## config.mk

```make
export PLATFORM = sky130hd
export DESIGN_NAME = irq_instruction_queue
export DESIGN_NICKNAME = d
export VERILOG_FILES = /design/src/rtl/irq_instruction_queue.sv
export SDC_FILE = /design/constraint.sdc
export NUM_CORES = 1
export LEC_CHECK = 0
export ABC_AREA = 0
export CORE_ASPECT_RATIO = 0.75
export CORE_MARGIN = 1
export CORE_UTILIZATION = 45
export DETAILED_ROUTE_END_ITERATION = 8
export HOLD_SLACK_MARGIN = 0.06
export PLACE_DENSITY = 0.74
export REMOVE_ABC_BUFFERS = 1
export SLEW_MARGIN = 10
export SYNTH_ARGS = -nofsm -noshare
export SYNTH_HDL_FRONTEND = slang
export SYNTH_SLANG_ARGS = --single-unit
```

## constraint.sdc

```tcl
create_clock -name clock -period 5.6 [get_ports clock]
set_input_delay 0.56 -clock clock [delete_from_list [all_inputs] [get_ports clock]]
set_output_delay 0.56 -clock clock [all_outputs]
set_load 0.1 [all_outputs]
```

## src/rtl/irq_instruction_queue.sv

```systemverilog
// Multi-channel interrupt-instruction front end: arbitrated requesters feed a DEPTH-entry FIFO.
// Build option IRQ_FIXED_PRIORITY_EN selects lowest-index-wins arbitration instead of round-robin.
module irq_instruction_queue #(
  parameter int NUM_CH = 4,
  parameter int DEPTH  = 8,
  parameter int WIDTH  = 32
) (
  input  logic                         clock,
  input  logic                         reset,
  input  logic [NUM_CH-1:0]            req_valid,
  input  logic [NUM_CH*WIDTH-1:0]      req_instr,
  output logic [NUM_CH-1:0]            req_ready,
  output logic [WIDTH-1:0]             interrupt_instruction,
  input  logic                         irq_ack,
  output logic                         irq_pending,
  output logic [$clog2(DEPTH+1)-1:0]   count,
  output logic                         overflow
);

  localparam int PW  = $clog2(DEPTH);
  localparam int CW  = $clog2(DEPTH+1);
  localparam int SW  = (NUM_CH > 1) ? $clog2(NUM_CH) : 1;
  localparam int SW1 = SW + 1;

  logic [WIDTH-1:0] mem [DEPTH];
  logic [PW-1:0]    rd_ptr;
  logic [PW-1:0]    wr_ptr;
  logic [SW-1:0]    grant_idx;
  logic             grant_found;
  logic             space;
  logic             accept;
  logic             push;
  logic             pop;
  logic [WIDTH-1:0] grant_word;

`ifdef IRQ_FIXED_PRIORITY_EN
  always_comb begin
    grant_found = 1'b0;
    grant_idx   = '0;
    for (int k = NUM_CH - 1; k >= 0; k--) begin
      if (req_valid[k]) begin
        grant_found = 1'b1;
        grant_idx   = SW'(k);
      end
    end
  end
`else
  logic [SW-1:0]       rr_ptr;
  logic [2*NUM_CH-1:0] rot_valid;
  logic [SW1-1:0]      sum;

  // Rotate so bit 0 is the highest-priority channel, then map the hit back.
  always_comb begin
    rot_valid   = {req_valid, req_valid} >> rr_ptr;
    grant_found = 1'b0;
    grant_idx   = '0;
    sum         = '0;
    for (int k = 0; k < NUM_CH; k++) begin
      if (!grant_found && rot_valid[k]) begin
        grant_found = 1'b1;
        sum         = {1'b0, rr_ptr} + SW1'(k);
        if (sum >= SW1'(NUM_CH))
          sum = sum - SW1'(NUM_CH);
        grant_idx = sum[SW-1:0];
      end
    end
  end

  always_ff @(posedge clock) begin
    if (reset)
      rr_ptr <= '0;
    else if (accept)
      rr_ptr <= (grant_idx == SW'(NUM_CH - 1)) ? '0 : grant_idx + SW'(1);
  end
`endif

  assign grant_word = req_instr[grant_idx*WIDTH +: WIDTH];
  // A full FIFO still has room when the head is consumed in the same cycle.
  assign space      = (count != CW'(DEPTH)) || irq_ack;
  assign accept     = grant_found && space && !reset;
  assign push       = accept && (grant_word != '0);
  assign pop        = irq_ack && (count != '0);
  assign req_ready  = accept ? (NUM_CH'(1) << grant_idx) : '0;

  assign irq_pending           = (count != '0);
  assign interrupt_instruction = irq_pending ? mem[rd_ptr] : '0;

  always_ff @(posedge clock) begin
    if (push)
      mem[wr_ptr] <= grant_word;
  end

  always_ff @(posedge clock) begin
    if (reset) begin
      rd_ptr   <= '0;
      wr_ptr   <= '0;
      count    <= '0;
      overflow <= 1'b0;
    end else begin
      if (push)
        wr_ptr <= wr_ptr + PW'(1);
      if (pop)
        rd_ptr <= rd_ptr + PW'(1);
      case ({push, pop})
        2'b10:   count <= count + CW'(1);
        2'b01:   count <= count - CW'(1);
        default: count <= count;
      endcase
      if ((|req_valid) && !space)
        overflow <= 1'b1;
    end
  end

endmodule

```

# Yosys cells after proc, flatten, opt, wreduce, memory -nomap -nowiden
# Memory sizes are Yosys's and may differ from the RTL's. A register that Yosys moved wholly into a read port is not among the register bits.
# Index checks and enable logic that the tools add are counted.
dict set report word_totals {
  regBits 13
  latchBits 0
  ram_bits 256
  mem_bits_ro 0
  word_cells 67
  n_memories 1
}
dict set report classes {
  add_sub_neg 12
  n_mul 0
  n_div 0
  order_cmp 4
  eq_ne 4
  n_shift 3
  mux 20
  bitwise 0
  n_reduce_logical 18
}
# name words word_bits rd rd_clocked_by_memory_dff wr line
set memory_table {}
lappend memory_table {mem 8 32 1 1 1 25} ;# logic [WIDTH-1:0] mem [DEPTH];
# op n
set ops {}
lappend ops {{128-bit by 8-bit indexed part select with 32-bit output} 1}
lappend ops {{32-bit two-way mux} 1}
lappend ops {{32-bit nonzero test} 1}
lappend ops {{2-bit two-way mux} 9}
lappend ops {{3-bit greater-or-equal comparator (second input constant)} 3}
lappend ops {{1-bit logical AND} 8}
lappend ops {{4-bit case mux with 2 select lines} 1}
lappend ops {{8-bit by 2-bit >> shifter with 4-bit output} 1}
lappend ops {{2-bit by 1-bit subtractor with 2-bit output (second input constant)} 4}
lappend ops {{2-bit by 2-bit adder with 3-bit output (second input constant)} 2}
lappend ops {{3-bit by 1-bit adder with 3-bit output (second input constant)} 2}
lappend ops {{1-bit two-way mux} 6}
lappend ops {{3-bit two-way mux} 2}
lappend ops {{1-bit logical NOT} 5}
lappend ops {{4-bit by 1-bit adder with 4-bit output (second input constant)} 1}
lappend ops {{2-bit equality test (second input constant)} 2}
lappend ops {{4-bit two-way mux} 1}
lappend ops {{4-bit != test (second input constant)} 1}
lappend ops {{4-bit nonzero test} 1}
lappend ops {{4-bit OR reduction} 1}
lappend ops {{1-bit by 2-bit << shifter with 4-bit output (first input constant)} 1}
lappend ops {{4-bit by 1-bit subtractor with 4-bit output (second input constant)} 1}
lappend ops {{2-bit by 1-bit adder with 3-bit output (second input constant)} 1}
lappend ops {{2-bit by 3-bit greater-or-equal comparator with 1-bit output (second input constant)} 1}
lappend ops {{other kinds (4)} 4}

# Logic depth before layout (Yosys ltp)
# Gate-level depths: netlist (run 1).
dict set report depth {
  ltp_word 16
  depth_mapped 20
}

# Worst setup path after synthesis (run 1)
# Ideal clock, no wire load.
dict set report synth_path {
  kind {input port to flip-flop}
  startpoint {input port req_valid[1]}
  endpoint {memory mem[4][0] (enable)}
  t_arrival_ps 5357
  required_ps 5098
  slack_ps -260
  cell_stages 11
  path_buffers 2
  path_cell_list {nand2b_1 -> a21oi_1 -> a211oi_4 -> clkbuf_1 -> a211oi_1 -> o22ai_1 -> nor4_1 -> and4_1 -> nor2b_1 -> buf_6 -> nor4bb_1}
}
dict set report synth_between {
  elab_chain_len 16
  word_cells_on_any_way 22
}
# item line
set synth_rtl {}
lappend synth_rtl {{from (decl)} 10} ;# input logic [NUM_CH-1:0] req_valid,
lappend synth_rtl {{8-bit by 2-bit >> shifter with 4-bit output *} 54} ;# rot_valid = {req_valid, req_valid} >> rr_ptr;
lappend synth_rtl {{1-bit two-way mux} 59} ;# if (!grant_found && rot_valid[k]) begin
lappend synth_rtl {{1-bit logical NOT} 59}
lappend synth_rtl {{1-bit logical AND} 59}
lappend synth_rtl {{1-bit two-way mux} 59}
lappend synth_rtl {{1-bit logical NOT} 59}
lappend synth_rtl {{1-bit logical AND} 59}
lappend synth_rtl {{1-bit two-way mux} 59}
lappend synth_rtl {{1-bit logical NOT} 59}
lappend synth_rtl {{1-bit logical AND} 59}
lappend synth_rtl {{2-bit two-way mux / 1-bit two-way mux (equally long branches)} 59}
lappend synth_rtl {{128-bit by 8-bit indexed part select with 32-bit output / 1-bit logical AND (equally long branches)} {77, 80}}
lappend synth_rtl {{32-bit nonzero test / 1-bit logical AND (equally long branches)} {81, 80}}
lappend synth_rtl {{1-bit logical AND *} 81} ;# assign push = accept && (grant_word != '0);
lappend synth_rtl {{1-bit two-way mux *} 89} ;# if (push)
lappend synth_rtl {{1-bit two-way mux (implied by the code) *} 90} ;# mem[wr_ptr] <= grant_word;
lappend synth_rtl {{to (decl)} 25}
# Every way passes the cells marked *; elsewhere a longest branch is shown, timed or not.

# Final worst setup path (run 1)
dict set report layout_path {
  startpoint {input port req_valid[1]}
  endpoint {register count[3]}
}
dict set report layout_between {
  elab_chain_len 16
  word_cells_on_any_way 24
}
# item line
set layout_rtl {}
lappend layout_rtl {{8-bit by 2-bit >> shifter with 4-bit output *} 54}
lappend layout_rtl {{1-bit two-way mux} 59}
lappend layout_rtl {{1-bit logical NOT} 59}
lappend layout_rtl {{1-bit logical AND} 59}
lappend layout_rtl {{1-bit two-way mux} 59}
lappend layout_rtl {{1-bit logical NOT} 59}
lappend layout_rtl {{1-bit logical AND} 59}
lappend layout_rtl {{1-bit two-way mux} 59}
lappend layout_rtl {{1-bit logical NOT} 59}
lappend layout_rtl {{1-bit logical AND} 59}
lappend layout_rtl {{2-bit two-way mux / 1-bit two-way mux (equally long branches)} 59}
lappend layout_rtl {{128-bit by 8-bit indexed part select with 32-bit output / 1-bit logical AND (equally long branches)} {77, 80}}
lappend layout_rtl {{32-bit nonzero test / 1-bit logical AND (equally long branches)} {81, 80}}
lappend layout_rtl {{1-bit logical AND *} 81}
lappend layout_rtl {{2-bit by 1-bit equality test with 1-bit output / 2-bit equality test (equally long branches)} 104} ;# case ({push, pop})
lappend layout_rtl {{4-bit case mux with 2 select lines / 2-bit nonzero test (equally long branches)} -}
lappend layout_rtl {{to (signal assigned)} 105} ;# 2'b10: count <= count + CW'(1);
lappend layout_rtl {{to (signal assigned)} 106} ;# 2'b01: count <= count - CW'(1);
lappend layout_rtl {{to (signal assigned)} 107} ;# default: count <= count;
lappend layout_rtl {{to (decl)} 16} ;# output logic [$clog2(DEPTH+1)-1:0] count,
# Marked as above.
# A chain may end at the register's enable or synchronous reset.

==> results of run 1 <==
[worst reg2reg max path, stage by stage (launching register included)]
cell      delay, ps
dfxtp_1         360
nand2b_1        190
a21oi_1         250
a211oi_4         80
inv_2           530
buf_4           300
a211oi_1         70
o22ai_1         380
nor4_1          120
and4_1          260
nor2b_1         540
inv_1           100
ha_1            260
ha_1            280
a21o_1          180
a21oi_1         170
xnor2_1         100
or3_1           300
a21oi_1         140
[logic make-up (layout without fill, tap and decap cells)]
family                   after synthesis  after routing  synth area share [%]
AO/OA/AOI/OAI                         96             96                  6.02
XOR/XNOR                               5              5                 0.367
adder cells (fa/ha/maj)               10             10                  1.11
buffers and inverters                 62            248                  2.60
flip-flops                           272            272                  67.0
multiplexers                          99             99                  15.0
AND/OR/NAND/NOR                      178            178                  7.88
[synth_stat cells, types with 2 or more instances]
cell type / n / area [µm²]
and3_1: 65 / 407
ha_1: 9 / 113
nor2_1: 76 / 285
mux4_2: 64 / 1440
mux2i_1: 34 / 340
buf_1: 8 / 30.0
o22ai_1: 16 / 100
nand2b_1: 6 / 37.5
or3_1: 2 / 12.5
inv_2: 2 / 7.51
xor2_1: 3 / 26.3
inv_1: 9 / 33.8
buf_6: 9 / 101
nand2_1: 4 / 15.0
nor2b_1: 2 / 12.5
xnor2_1: 2 / 17.5
a211oi_1: 59 / 443
and4b_1: 3 / 30.0
a211oi_2: 5 / 62.6
nor4_1: 7 / 43.8
a21oi_1: 7 / 35.0
clkbuf_1: 28 / 105
o21ai_0: 4 / 20.0
a21o_1: 2 / 15.0
buf_2: 5 / 25.0
and4_1: 2 / 17.5
dfxtp_1: 16 / 320
edfxtp_1: 256 / 7690
and2_1: 6 / 37.5
[registers in the layout (all words and copies together) (netlist names), named ones only]
| name | count |
|---|---|
| mem | 256 |
| count | 4 |
| rd_ptr | 3 |
| wr_ptr | 3 |
| rr_ptr | 2 |
| overflow | 1 |
[routing by layer]
metal	share of wire (%)	up-vias	wire length [µm]	GRT usage, %
met5	0	-	0	0
met2	47	293	13500	34.0
met4	1.3	0	358	4.08
met1	44	3678	12600	30.0
met3	7.3	31	2080	3.44
li1	-	3250	-	-
[worst min-delay path by stage]
stage	cells past startpoint	endpoint	from
2_1_floorplan	2	rr_ptr[0]	rr_ptr[0]
3_3_place_gp	2	overflow	overflow
3_5_place_dp	2	overflow	overflow
4_1_cts	2	overflow	overflow
5_1_grt	2	overflow	overflow
6_report	2	overflow	overflow
[cell type report]
class	count	share of cell area, %
timing repair buffer	195	12.9
inverter	11	0.279
clock buffer	30	4.36
sequential	272	54.2
multi-input combinational	388	24.8
tap	344	2.91
clock inverter	12	0.525
[power groups by stage]
stage | Clock [mW] | Sequential, mW | Combinational [mW]
floorplan | 0 | 3.04 | 2.48
detailed placement | 0 | 2.98 | 3.61
global route | 1.64 | 2.96 | 3.79
global placement | 0 | 2.96 | 3.57
CTS | 1.57 | 2.94 | 3.63
finish | 1.55 | 2.93 | 3.60
==> summary.txt, run 1 <==
Status
  – Outcome: complete, no violations

Pwr
  – Gate power share: 44.6%
  – Static Leak: 4.84 nW
  – Maximum VDD drop: between 0.5 and 0.6 mV
  – Sw power: 3.40 mW
  – Int Power: roughly 4.7 mW
  – Clock power frac: around a fifth
  – Overall power: 8.08 mW
  – Switching part of the total power: 42.1%
  – Pwr per Cell Area: 546 nW/µm²
  – Seq pwr share: 36.3%

Place
  – RePlAce Congestion: 0.761
  – Dpl hpwl: around 18 mm
  – Number of I/O port buffers: 176
  – DP Cell Count: about 1.2k
  – Pre-CTS setup slack: 284 ps
  – Placed cell areas: 14,100 µm²

Timing
  – Min Tclk post-route: 4850 ps
  – TNS Setup: 0 ps
  – Hold Fails Final Rpt: 0
  – Final count of pins violating max slew: 0
  – Hold_ws: 485 ps
  – Final setup margin: 754 ps
  – Final setup viols: 0
  – Fin crit share: 86.5%
  – Clock skew: 11.2 ps
  – RSZ-0062 raised after global routing: no
  – Relative slew slack: roughly 25%
  – Worst slew pin tran: 1120 ps
  – Max frequency: 206 MHz

Clocking
  – Post-cts resize count: 0
  – CTS root buffer: clkbuf_16
  – Hold Buf Count CTS: 0
  – CTS clk-pin slew, worst paths: 60 ps
  – Clock sinks: 272
  – CTS H-tree lvls: 1
  – Clk Latency, worst-skew pair: 510 ps
  – CTS Buf Count: 25
  – # Post-CTS Setup Buffers: 0
  – TritonCTS clock tree: done
  – CTS Buffer Depth: 3

Routing
  – Initial DRC count: 599
  – DRC viols: 0
  – Via density: 5.79
  – Routed via count: around 7.3k
  – Final ANT Viol Nets: 0
  – Routed WL per cell: between 20 and 25 µm
  – Final WL: 28.6 mm
  – Pre-antenna DRT Iters: 5

Global routing
  – Vias in the first global route: 7,236
  – Global-route usage over all layers: approximately a fifth
  – Grt total ovfl: 0
  – Global-route wire length before repair: between 40 and 50 mm
  – Largest net degree at the start of global routing: 40
  – Initial antenna violation count: 0

Floorplanning
  – Die Y: 143 µm
  – Core area: about 26,000 µm²
  – Die ar.: between 20,000 and 30,000 µm²
  – Die Width: 190 µm
  – Starting density of the core: 45.9%
  – IO Count: 177
  – Standard-cell rows: 51

Cells and area
  – Final design utilization: 56.8%
  – Fin area: 14,800 µm²
  – Area of the multi-input gates: 3670 µm²
  – Ant. Diodes: 0
  – Final Non-Filler Cells: 1,252
  – Layout area overhead: 23.8%
  – Final-stage net count: 1,038
  – Share of cells above drive strength 1: approximately 15%
  – Commonest non-fill, non-tap cell in the layout: edfxtp_1
  – Most frequent cells in the layout: edfxtp_1, clkdlybuf4s50_1, nor2_1
  – Fill cells: 2,047
  – FF+latch area: 8010 µm²

Job
  – Max-cap violations: 0

Critical path
  – Cell depth of the worst setup path: 19
  – Worst EP required: 6040 ps
  – Most frequent CP cell: a21oi_1
  – Worst Path Max Fanout: 27
  – Worst Reg-to-Reg Cells: 18
  – CP bufs+invs: 4
  – Delay-heaviest family, CP: simple AND/OR/NAND/NOR gates
  – CP peak stage delay: 540 ps
  – CP Capture Type: register
  – Worst path slowest cell: nor2b_1
  – Worst EP arrival: 5280 ps
  – CP Launch Point: req_valid[1]
  – CP endpoint: count[3]
  – Crit path launch type: primary input
  – Crit path cell chain: clkdlybuf4s50_1 -> nand2b_1 -> a21oi_1 -> a211oi_4 -> inv_2 -> buf_4 -> a211oi_1 -> o22ai_1 -> nor4_1 -> and4_1 -> nor2b_1 -> inv_1 -> ha_1 -> ha_1 -> a21o_1 -> a21oi_1 -> xnor2_1 -> or3_1 -> a21oi_1
  – R2r setup slk: 930 ps
  – Setup Crit Path Kind: primary input to register
  – R2R Path Start: rr_ptr[0]
  – Worst r2r dst: count[3]

Yosys
  – Synth async-reset ratio: 0%
  – FF+latch count, synth: 272
  – EDFF count, synth: 256
  – Synth cell types: 40
  – Register area share after synthesis: 67.0%
  – Area of the mapped netlist: 11,900 µm²
  – Yosys warnings: 0
  – Synth Instances: between 700 and 800
  – Dominant synthesized flop cell: edfxtp_1
  – Syn_area_per_cell: 16.5 µm²

Min path
  – Worst hold-check path type: register to register
Note: power is estimated with default switching activity, not from simulation.
==> inputs of run 2 (changes only) <==
--- a/config.mk
+++ b/config.mk
@@ -11,7 +11,7 @@
 export CORE_UTILIZATION = 45
 export DETAILED_ROUTE_END_ITERATION = 8
 export HOLD_SLACK_MARGIN = 0.06
-export PLACE_DENSITY = 0.74
+export PLACE_DENSITY = 0.71
 export REMOVE_ABC_BUFFERS = 1
 export SLEW_MARGIN = 10
 export SYNTH_ARGS = -nofsm -noshare
==> run 2 against run 1 <==
Design area about the same. Register-to-register slack improved by 90 ps. Utilization decreased by 0.053 points. Total power decreased by 0.65%. Combinational power decreased by 1%. Highest routed layer unchanged. Critical endpoint unchanged. Wire length decreased by 1.8%. Sequential power about the same. Via count decreased by 0.37%. Worst setup slack improved by 66 ps. Die area unchanged. Count of clock-buffer cells in the layout unchanged. First-iteration DRC count increased by 9.7%.
==> summary.txt, run 2 (synthesized netlist as in run 1, its figures left out) <==
Status
  – Outcome: complete, no violations

Clocking
  – TritonCTS clock tree: done
  – Hold Buf Count CTS: 0
  – Clk Latency, worst-skew pair: 520 ps
  – CTS Buffer Depth: 3
  – Post-cts resize count: 0
  – Clock sinks: 272
  – # Post-CTS Setup Buffers: 0
  – CTS clk-pin slew, worst paths: ~60 ps
  – CTS H-tree lvls: 1
  – CTS Buf Count: 25
  – CTS root buffer: clkbuf_16

Pwr
  – Pwr per Cell Area: 543 nW/µm²
  – Switching part of the total power: between 40% and 50%
  – Static Leak: just under 5 nW
  – Clock power frac: 18.9%
  – Sw power: 3.38 mW
  – Int Power: 4.64 mW
  – Overall power: 8.03 mW
  – Seq pwr share: a little under two fifths
  – Maximum VDD drop: approximately 0.35 mV
  – Gate power share: 44.3%

Routing
  – Initial DRC count: 657
  – DRC viols: 0
  – Via density: between 5 and 6
  – Pre-antenna DRT Iters: 5
  – Final WL: 28.1 mm
  – Routed via count: a little over 7k
  – Routed WL per cell: 22.4 µm
  – Final ANT Viol Nets: 0

Timing
  – Final setup viols: 0
  – Clock skew: 9.61 ps
  – Worst slew pin tran: 1120 ps
  – Hold Fails Final Rpt: 0
  – Relative slew slack: between 20% and 30%
  – Max frequency: 209 MHz
  – Fin crit share: 85.3%
  – Min Tclk post-route: 4780 ps
  – Final setup margin: 821 ps
  – RSZ-0062 raised after global routing: no
  – TNS Setup: 0 ps
  – Final count of pins violating max slew: 0
  – Hold_ws: slightly below 500 ps

Floorplanning
  – Standard-cell rows: ~50
  – Die ar.: 27,200 µm²
  – IO Count: 177
  – Die Width: 190 µm
  – Core area: 26,000 µm²
  – Die Y: approximately 140 µm
  – Starting density of the core: 45.9%

Critical path
  – Crit path launch type: primary input
  – Setup Crit Path Kind: primary input to register
  – Worst EP required: 6050 ps
  – Worst EP arrival: 5220 ps
  – CP Capture Type: register
  – Worst Path Max Fanout: 38

Cells and area
  – Share of cells above drive strength 1: 15.2%
  – Commonest non-fill, non-tap cell in the layout: edfxtp_1
  – Fin area: roughly 15,000 µm²
  – Most frequent cells in the layout: edfxtp_1, clkdlybuf4s50_1, nor2_1
  – Top flop regs: mem x256, count x4
  – Layout area overhead: 23.7%
  – Reg with most FFs: mem
  – Final design utilization: between 50% and 60%
  – Final Non-Filler Cells: 1,250
  – Largest register FFs: approximately 260
  – Final-stage net count: around 1.0k
  – Ant. Diodes: 0

Place
  – Number of I/O port buffers: 176
  – Pre-CTS setup slack: 317 ps
  – Placed cell areas: 14,100 µm²
  – DP Cell Count: 1,207
  – Dpl hpwl: 17.5 mm
  – RePlAce Congestion: 0.830

Global routing
  – Vias in the first global route: 7,195
  – Largest net degree at the start of global routing: between 60 and 70
  – Global-route wire length before repair: 42.2 mm
  – Initial antenna violation count: 0
  – Global-route usage over all layers: 20.8%
  – Grt total ovfl: 0

Min path
  – Worst hold-check path type: register to register

Job
  – Max-cap violations: 0
[run 2: cell count changes in the layout (fill, tap and decap cells not counted)]
cell | before | now
a21o_2 | 1 | 0
buf_12 | 1 | 3
clkinv_2 | 5 | 7
clkinv_1 | 6 | 5
inv_6 | 0 | 1
a21o_1 | 1 | 2
bufinv_16 | 1 | 0
buf_4 | 21 | 16
[run 2: final timing paths]
| kind | startpoint | to | slack, ps | cells past startpoint |
|---|---|---|---|---|
| min reg2reg | overflow | overflow | 490 | 2 |
| max | req_valid[1] | count[3] | 820 | 19 |
| min | overflow | overflow | 490 | 2 |
| max reg2reg | rr_ptr[0] | count[3] | 1020 | 18 |
[run 2: power groups by stage]
stage	combinational (mW)	sequential (mW)	clock, mW
2_1_floorplan	2.48	3.04	0
3_3_place_gp	3.54	3.00	0
3_5_place_dp	3.57	3.00	0
4_1_cts	3.58	2.97	1.54
5_1_grt	3.76	3.00	1.61
6_report	3.55	2.96	1.51
[run 2: metal layers]
layer	part of all wire, %	routed length, µm	GRT usage, %	vias up
li1	-	-	-	3237
met1	45	12500	30.6	3617
met2	45	12700	32.8	342
met3	8.8	2460	4.08	29
met4	1.2	348	3.58	0
met5	0	0	0	-
[run 2: cell type report]
class                   instances  area (µm²)
repair buffers                192        1910
clock inverters                13        62.6
fillers                      2045       11300
inverters                      11        41.3
multi-input cells             388        3670
flip-flops and latches        272        8010
clock buffers                  30         644
well taps                     344         430
[run 2: critical path, stage by stage]
cell	delay, ps
clkdlybuf4s50_1	460
nand2b_1	230
o221ai_4	180
and2_2	220
inv_2	200
buf_12	260
a211oi_1	310
o22ai_1	160
nor4_1	670
and4_1	360
nor2b_1	100
inv_1	160
ha_1	230
ha_1	250
a21o_1	180
a21oi_1	170
xnor2_1	90
or3_1	300
a21oi_1	130
==> inputs of run 3 (changes only) <==
--- a/config.mk
+++ b/config.mk
@@ -17,3 +17,4 @@
 export SYNTH_ARGS = -nofsm -noshare
 export SYNTH_HDL_FRONTEND = slang
 export SYNTH_SLANG_ARGS = --single-unit
+export TNS_END_PERCENT = 10
==> results of run 3 <==
Final layout, timing and power as in run 2 (identical DEF).
